[src/rtl/mult_pkg.sv]
// Shared defaults and tag-width helper for the shared-multiplier scheduler slice.
package mult_pkg;

    localparam int N_DEF   = 16;
    localparam int Q_DEF   = 10;
    localparam int NREQ_DEF = 4;

    // Tag width for n requesters; never below one bit so a 1-bit id always exists.
    function automatic int id_width(input int n);
        int w;
        w = 1;
        while ((1 << w) < n) w++;
        return w;
    endfunction

endpackage

[src/rtl/mult_share_sched_if.sv]
// Requester operand bus and result bus of the shared-multiplier scheduler.
interface mult_share_sched_if
    import mult_pkg::*;
#(
    parameter int N       = N_DEF,
    parameter int NUM_REQ = NREQ_DEF,
    parameter int ID_W    = id_width(NUM_REQ)
);

    logic [NUM_REQ-1:0]   i_req_valid;
    logic [NUM_REQ*N-1:0] i_req_a;
    logic [NUM_REQ*N-1:0] i_req_b;
    logic [NUM_REQ-1:0]   o_req_ready;
    logic                 o_res_valid;
    logic [N-1:0]         o_res_data;
    logic [ID_W-1:0]      o_res_id;
    logic                 i_res_ready;

    modport master (
        output i_req_valid, i_req_a, i_req_b, i_res_ready,
        input  o_req_ready, o_res_valid, o_res_data, o_res_id
    );

    modport slave (
        input  i_req_valid, i_req_a, i_req_b, i_res_ready,
        output o_req_ready, o_res_valid, o_res_data, o_res_id
    );

endinterface

[src/rtl/m_mult.sv]
// Signed N-bit fixed-point multiplier with Q fractional bits; result truncated to N bits.
module m_mult
    import mult_pkg::*;
#(
    parameter int N = N_DEF,
    parameter int Q = Q_DEF
)(
    input  logic [N-1:0] i_a,
    input  logic [N-1:0] i_b,
    output logic [N-1:0] o_p
);

    logic signed [2*N-1:0] w_full;
    logic                  w_unused;

    assign w_full = $signed(i_a) * $signed(i_b);
    // Drop Q low fraction bits and wrap on overflow; no rounding or saturation.
    assign o_p      = w_full[Q +: N];
    assign w_unused = ^{w_full[2*N-1:N+Q], w_full[Q-1:0]};

endmodule

[src/rtl/rr_arb.sv]
// Round-robin arbiter: first requester at or above i_ptr (with wrap) wins; grant gated by i_en.
module rr_arb #(
    parameter int NUM_REQ = 4,
    parameter int ID_W    = 2
)(
    input  logic [NUM_REQ-1:0] i_req,
    input  logic [ID_W-1:0]    i_ptr,
    input  logic               i_en,
    output logic [NUM_REQ-1:0] o_gnt,
    output logic [ID_W-1:0]    o_gnt_idx,
    output logic               o_any
);

    int unsigned w_k;

    always_comb begin
        o_any     = 1'b0;
        o_gnt_idx = '0;
        o_gnt     = '0;
        w_k       = 0;
        for (int unsigned i = 0; i < NUM_REQ; i++) begin
            w_k = 32'(i_ptr) + i;
            if (w_k >= NUM_REQ) w_k = w_k - NUM_REQ;
            if (!o_any && i_req[w_k[ID_W-1:0]]) begin
                o_any     = 1'b1;
                o_gnt_idx = w_k[ID_W-1:0];
            end
        end
        if (i_en && o_any) o_gnt[o_gnt_idx] = 1'b1;
    end

endmodule

[src/rtl/mult_share_sched.sv]
// Time-multiplexes one m_mult among NUM_REQ requesters through a tagged, stall-as-a-whole pipeline.
module mult_share_sched
    import mult_pkg::*;
#(
    parameter int N       = N_DEF,
    parameter int Q       = Q_DEF,
    parameter int NUM_REQ = NREQ_DEF,
    parameter int LAT     = 2
)(
    input logic              clk,
    input logic              rst,
    mult_share_sched_if.slave bus
);

    localparam int ID_W = id_width(NUM_REQ);

    logic               w_adv;
    logic               w_en;
    logic               w_any;
    logic               w_xfer;
    logic [NUM_REQ-1:0] w_gnt;
    logic [ID_W-1:0]    w_gnt_idx;
    logic [ID_W-1:0]    r_ptr;
    logic [N-1:0]       w_sel_a;
    logic [N-1:0]       w_sel_b;
    logic [N-1:0]       r_s0_a;
    logic [N-1:0]       r_s0_b;
    logic [ID_W-1:0]    r_s0_id;
    logic               r_s0_v;
    logic [N-1:0]       w_prod;
    logic               w_out_v;
    logic [N-1:0]       w_out_data;
    logic [ID_W-1:0]    w_out_id;

    // Entire pipeline moves in lockstep; bubbles at the output never block.
    assign w_adv  = !w_out_v || bus.i_res_ready;
    assign w_en   = w_adv && !rst;
    assign w_xfer = w_any && w_en;

    rr_arb #(
        .NUM_REQ (NUM_REQ),
        .ID_W    (ID_W)
    ) u_arb (
        .i_req     (bus.i_req_valid),
        .i_ptr     (r_ptr),
        .i_en      (w_en),
        .o_gnt     (w_gnt),
        .o_gnt_idx (w_gnt_idx),
        .o_any     (w_any)
    );

    always_comb begin
        w_sel_a = '0;
        w_sel_b = '0;
        for (int unsigned k = 0; k < NUM_REQ; k++) begin
            if (w_gnt_idx == ID_W'(k)) begin
                w_sel_a = bus.i_req_a[k*N +: N];
                w_sel_b = bus.i_req_b[k*N +: N];
            end
        end
    end

    always_ff @(posedge clk) begin
        if (rst) begin
            r_ptr   <= '0;
            r_s0_v  <= 1'b0;
            r_s0_a  <= '0;
            r_s0_b  <= '0;
            r_s0_id <= '0;
        end else if (w_adv) begin
            r_s0_v  <= w_xfer;
            r_s0_a  <= w_sel_a;
            r_s0_b  <= w_sel_b;
            r_s0_id <= w_gnt_idx;
            if (w_xfer) begin
                r_ptr <= (w_gnt_idx == ID_W'(NUM_REQ - 1)) ? '0 : w_gnt_idx + 1'b1;
            end
        end
    end

    m_mult #(
        .N (N),
        .Q (Q)
    ) u_mult (
        .i_a (r_s0_a),
        .i_b (r_s0_b),
        .o_p (w_prod)
    );

    if (LAT == 1) begin : g_lat1
        assign w_out_v    = r_s0_v;
        assign w_out_data = w_prod;
        assign w_out_id   = r_s0_id;
    end else begin : g_pipe
        logic [N-1:0]    r_pd  [LAT-1];
        logic [ID_W-1:0] r_pid [LAT-1];
        logic            r_pv  [LAT-1];

        always_ff @(posedge clk) begin
            if (rst) begin
                for (int unsigned s = 0; s < LAT - 1; s++) begin
                    r_pd[s]  <= '0;
                    r_pid[s] <= '0;
                    r_pv[s]  <= 1'b0;
                end
            end else if (w_adv) begin
                r_pd[0]  <= w_prod;
                r_pid[0] <= r_s0_id;
                r_pv[0]  <= r_s0_v;
                for (int unsigned s = 1; s < LAT - 1; s++) begin
                    r_pd[s]  <= r_pd[s-1];
                    r_pid[s] <= r_pid[s-1];
                    r_pv[s]  <= r_pv[s-1];
                end
            end
        end

        assign w_out_v    = r_pv[LAT-2];
        assign w_out_data = r_pd[LAT-2];
        assign w_out_id   = r_pid[LAT-2];
    end

    assign bus.o_req_ready = w_gnt;
    assign bus.o_res_valid = w_out_v;
    assign bus.o_res_data  = w_out_data;
    assign bus.o_res_id    = w_out_id;

endmodule

[src/flat_wrapper.sv]
// flat-port wrapper written by rule: the top's interface ports become plain ports
module mult_share_sched_flat import mult_pkg::*;
#(
    parameter int N       = N_DEF,
    parameter int Q       = Q_DEF,
    parameter int NUM_REQ = NREQ_DEF,
    parameter int LAT     = 2
)
  (clk, rst, bus_i_req_valid, bus_i_req_a, bus_i_req_b, bus_i_res_ready, bus_o_req_ready, bus_o_res_valid, bus_o_res_data, bus_o_res_id);
  mult_share_sched_if #(.N(N), .NUM_REQ(NUM_REQ)) bus_i ();
  input logic clk;
  input logic rst;
  input wire logic [$bits(bus_i.i_req_valid)-1:0] bus_i_req_valid;
  input wire logic [$bits(bus_i.i_req_a)-1:0] bus_i_req_a;
  input wire logic [$bits(bus_i.i_req_b)-1:0] bus_i_req_b;
  input wire logic [$bits(bus_i.i_res_ready)-1:0] bus_i_res_ready;
  output wire logic [$bits(bus_i.o_req_ready)-1:0] bus_o_req_ready;
  output wire logic [$bits(bus_i.o_res_valid)-1:0] bus_o_res_valid;
  output wire logic [$bits(bus_i.o_res_data)-1:0] bus_o_res_data;
  output wire logic [$bits(bus_i.o_res_id)-1:0] bus_o_res_id;
  assign bus_i.i_req_valid = bus_i_req_valid;
  assign bus_i.i_req_a = bus_i_req_a;
  assign bus_i.i_req_b = bus_i_req_b;
  assign bus_i.i_res_ready = bus_i_res_ready;
  assign bus_o_req_ready = bus_i.o_req_ready;
  assign bus_o_res_valid = bus_i.o_res_valid;
  assign bus_o_res_data = bus_i.o_res_data;
  assign bus_o_res_id = bus_i.o_res_id;
  mult_share_sched #(.N(N), .Q(Q), .NUM_REQ(NUM_REQ), .LAT(LAT)) u_core (.clk(clk), .rst(rst), .bus(bus_i));
endmodule
[config.mk]
export PLATFORM = sky130hd
export DESIGN_NAME = mult_share_sched_flat
export DESIGN_NICKNAME = d
export VERILOG_FILES = /design/src/rtl/mult_pkg.sv /design/src/rtl/mult_share_sched_if.sv /design/src/rtl/m_mult.sv /design/src/rtl/rr_arb.sv /design/src/rtl/mult_share_sched.sv /design/src/flat_wrapper.sv
export SDC_FILE = /design/constraint.sdc
export NUM_CORES = 1
export LEC_CHECK = 0
export CAP_MARGIN = 20
export CORE_ASPECT_RATIO = 1.75
export CORE_MARGIN = 4
export CORE_UTILIZATION = 60
export DETAILED_ROUTE_END_ITERATION = 8
export DONT_BUFFER_PORTS = 1
export HOLD_SLACK_MARGIN = 0.03
export PLACE_DENSITY = 0.86
export RECOVER_POWER = 25
export SLEW_MARGIN = 10
export SYNTH_ARGS = -nofsm -noshare
export SYNTH_HDL_FRONTEND = slang
export SYNTH_SLANG_ARGS = --single-unit
[constraint.sdc]
create_clock -name clk -period 7.2 [get_ports clk]
set_input_delay 1.08 -clock clk [delete_from_list [all_inputs] [get_ports clk]]
set_output_delay 1.08 -clock clk [all_outputs]
set_load 0.1 [all_outputs]
==> qor.txt <==
P_sw: 1.21 mW
GRT overflow: 0
CTS H-tree depth: 2
Critical path class: reg2reg
Routed vias: 8349
Endpoints failing setup: 0
Nets@finish: 1637
Yosys cell types: 40
Final Cycle Share: 0.894
DIE WIDTH: 109 um
Hold Path Class: reg2reg
Slew headroom: -0.281
Share of post-route cells with drive strength above 1: 0.0205
Number of port buffers: 0
Worst-Skew Late Latency: 0.31 ns
Die extent in y: 185 um
Max Clk Rate: 155 MHz
# rows: 64
Iter 0 DRT Violations: 617
Least-Margin Pin Slew: 1.92 ns
Finished Layout Cells: 1450
Leakage power: 5.43 nW
Setup Buffers After CTS: 0
P per Cell Area: 203 mW/mm^2
Clock root buffer: clkbuf_16
CP Launch Type: flip-flop
R2R cell count: 19
Most frequent cells in the layout: 258 x inv_1, 208 x fa_1, 148 x nand2_1, 120 x and2_1, 95 x nor2_1
R2R setup slack: 0.76 ns
Clock Tree Buf Depth: 2
Critical Path AT: 6.42 ns
DR WL/cell: 18.8 um
All-Layer GR Usage: 0.290
Most common cell after layout, fill and taps aside: inv_1
Status: complete, but fails checks
Initial antenna violation count: 0
Clock power share: 0.124
Synth Cell Area: 0.0108 mm^2
Req. time, crit path: 7.18 ns
Ys flop type: dfxtp_1
WHS Endpoint: u_core.r_s0_v
Area leader, netlist: fa_1
Routability congestion estimate from global placement: 0.951
EDFF count, synth: 19
P&R area growth vs syn: 3.07%
I/O Pins: 158
Critical Path Source: u_core.r_s0_b[7]
Reg power frac: 0.343
Final slew viol count: 87
Antenna Nets Post-Route: 0
Post-cts resize count: 0
CP max-delay cell: dfxtp_1
Dpl hpwl: 22600 um
Drt via density: 5.76
Mapped Avg Cell Area: 8.54 um^2
Switching part of the total power: 0.538
Total CTS buffers: 5
Maxcap violations: 2
Worst vdd ir: 0.189 mV
FF+latch count, synth: 56
Hold path depth: 1
Starting Density: 0.615
Max stage delay on crit path: 0.77 ns
Mapped Nets: 1682
CTS tree: built
Worst flop-to-flop path startpoint: u_core.r_s0_b[7]
DRT Wirelength: 27300 um
Final hold vios: 0
Worst setup EP type: flip-flop
Largest net degree at the start of global routing: 66
Int Pwr: 1.04 mW
Syn. warnings: 0
Min Clock Period, post-route: 6.44 ns
Cells after Synth: 1263
Crit-path cells: nand2_1 > fa_1 > inv_1 > fa_1 > fa_1 > fa_1 > fa_1 > inv_1 > fa_1 > inv_1 > ha_1 > a21o_1 > a21o_1 > a21oi_1 > inv_1 > or3_4 > o21a_1 > a311oi_1 > nor4b_1
First-pass DRT Iterations: 7
Async S/R FF share, synth: 0
Antenna Cells: 0
Clk pin slew, worst setup/hold paths: 0.09 ns
Hold-fix buffers at CTS: 0
Combinational power share: 0.532
Residual DRC count: 0
CP dominant cell by count: fa_1
First-pass GRT wire length: 45000 um
Core ar.: 0.0175 mm^2
Failing checks: max-capacitance violations, max-slew violations
Setup Skew: 0.00478 ns
Area contributors post-synth: fa_1 39%, inv_1 9.0%, ha_1 8.8%
Setup TNS: 0 ns
Placed instance count: 1439
RSZ-0062 raised after global routing: no
Post-synth top area share: 0.386
Reg2Reg Capture Point: u_core.g_pipe.r_pd[0][14]
Hold_sp: u_core.r_s0_v
Clock sinks: 56
Vias in the first global route: 9050
Register area share after synthesis: 0.122
Maximum fanout along the worst path: 17
Die area: 0.0203 mm^2
[per-stage QoR]
stage               hold slack (ns)  area, um^2   util  worst slack, ns  power [mW]
finish                        0.464       11100  0.634            0.760        2.25
global route                  0.494       11100  0.634            0.497        2.46
CTS                           0.464       11100  0.631            0.861        2.25
detailed placement            0.444       10900  0.622            0.903        1.97
global placement              0.426       10900  0.622             1.05        1.92
floorplan                     0.417       10800      -             1.31        1.65
[routing by layer]
metal  vias to the layer above  part of all wire  global-route usage
met1                      4128              0.33               0.325
met5                         -                 0                   0
met4                         0             0.068               0.162
met3                       120             0.058              0.0359
li1                       3732                 -                   -
met2                       369              0.54               0.523
[worst max-delay path: cells and delay by family, from the launching register on]
family                     cells  cell delay (ns)
AOI/OAI and AO/OA              5             1.01
and+or+nand+nor                3             0.61
buffers and inverters          4             0.27
DFF                            1             0.77
adders and majority gates      7             3.44
[flip-flops by register name, summed over array words and instances, names as in the netlist]
register / flops
u_core.r_s0_id: 2
u_core.g_pipe.r_pd: 16
u_core.r_s0_v: 1
u_core.r_ptr: 2
u_core.g_pipe.r_pid: 2
u_core.g_pipe.r_pv: 1
u_core.r_s0_b: 16
u_core.r_s0_a: 16
[logic make-up after synthesis]
group | Yosys count | share of synthesized area
flops | 56 | 0.122
fa+ha+maj | 284 | 0.474
mux | 1 | 0.000928
xor+xnor | 31 | 0.0252
simple gates | 398 | 0.174
compound gates | 171 | 0.0918
buf+inv | 322 | 0.112
[synth_stat cells (2+ instances only)]
cell / number
nor2_1: 96
a22oi_1: 31
ha_1: 76
o21ai_0: 36
nand2_1: 148
clkbuf_1: 63
o21a_1: 3
xnor2_1: 25
a211oi_1: 2
nand4_1: 2
fa_1: 208
nand3_1: 3
nor2b_1: 4
and3_1: 3
xor2_1: 6
o211ai_1: 2
dfxtp_1: 37
a21o_1: 4
nand2b_1: 6
nor3_1: 8
edfxtp_1: 19
a311oi_1: 2
and2_1: 123
a21oi_1: 82
inv_1: 258
o21bai_1: 2
[power groups by stage]
stage | Combinational [mW] | Sequential [mW] | Clock, mW
final | 1.20 | 0.773 | 0.280
after global routing | 1.39 | 0.784 | 0.286
after CTS | 1.20 | 0.767 | 0.280
after detailed placement | 1.20 | 0.774 | 0
after global placement | 1.15 | 0.771 | 0
after floorplan | 0.977 | 0.671 | 0
[layout make-up]
cell class	instances	area (um^2)
Clock buffer	5	125
Multi-Input combinational cell	885	8270
Sequential cell	56	1310
Tap cell	231	289
Clock inverter	3	28.8
Timing Repair Buffer	11	115
Inverter	259	972
Fill cell	1404	6420
[worst max-delay path by stage]
stage	endpoint	slack, ns	depth (start not counted)
after CTS	u_core.g_pipe.r_pd[0][14]	0.86	19
after global placement	u_core.g_pipe.r_pd[0][14]	1.05	19
final	u_core.g_pipe.r_pd[0][14]	0.76	19
after floorplan	u_core.g_pipe.r_pd[0][14]	1.31	21
after detailed placement	u_core.g_pipe.r_pd[0][14]	0.90	19
after global routing	u_core.g_pipe.r_pd[0][14]	0.50	19
Note: power is estimated with default switching activity, not from simulation.
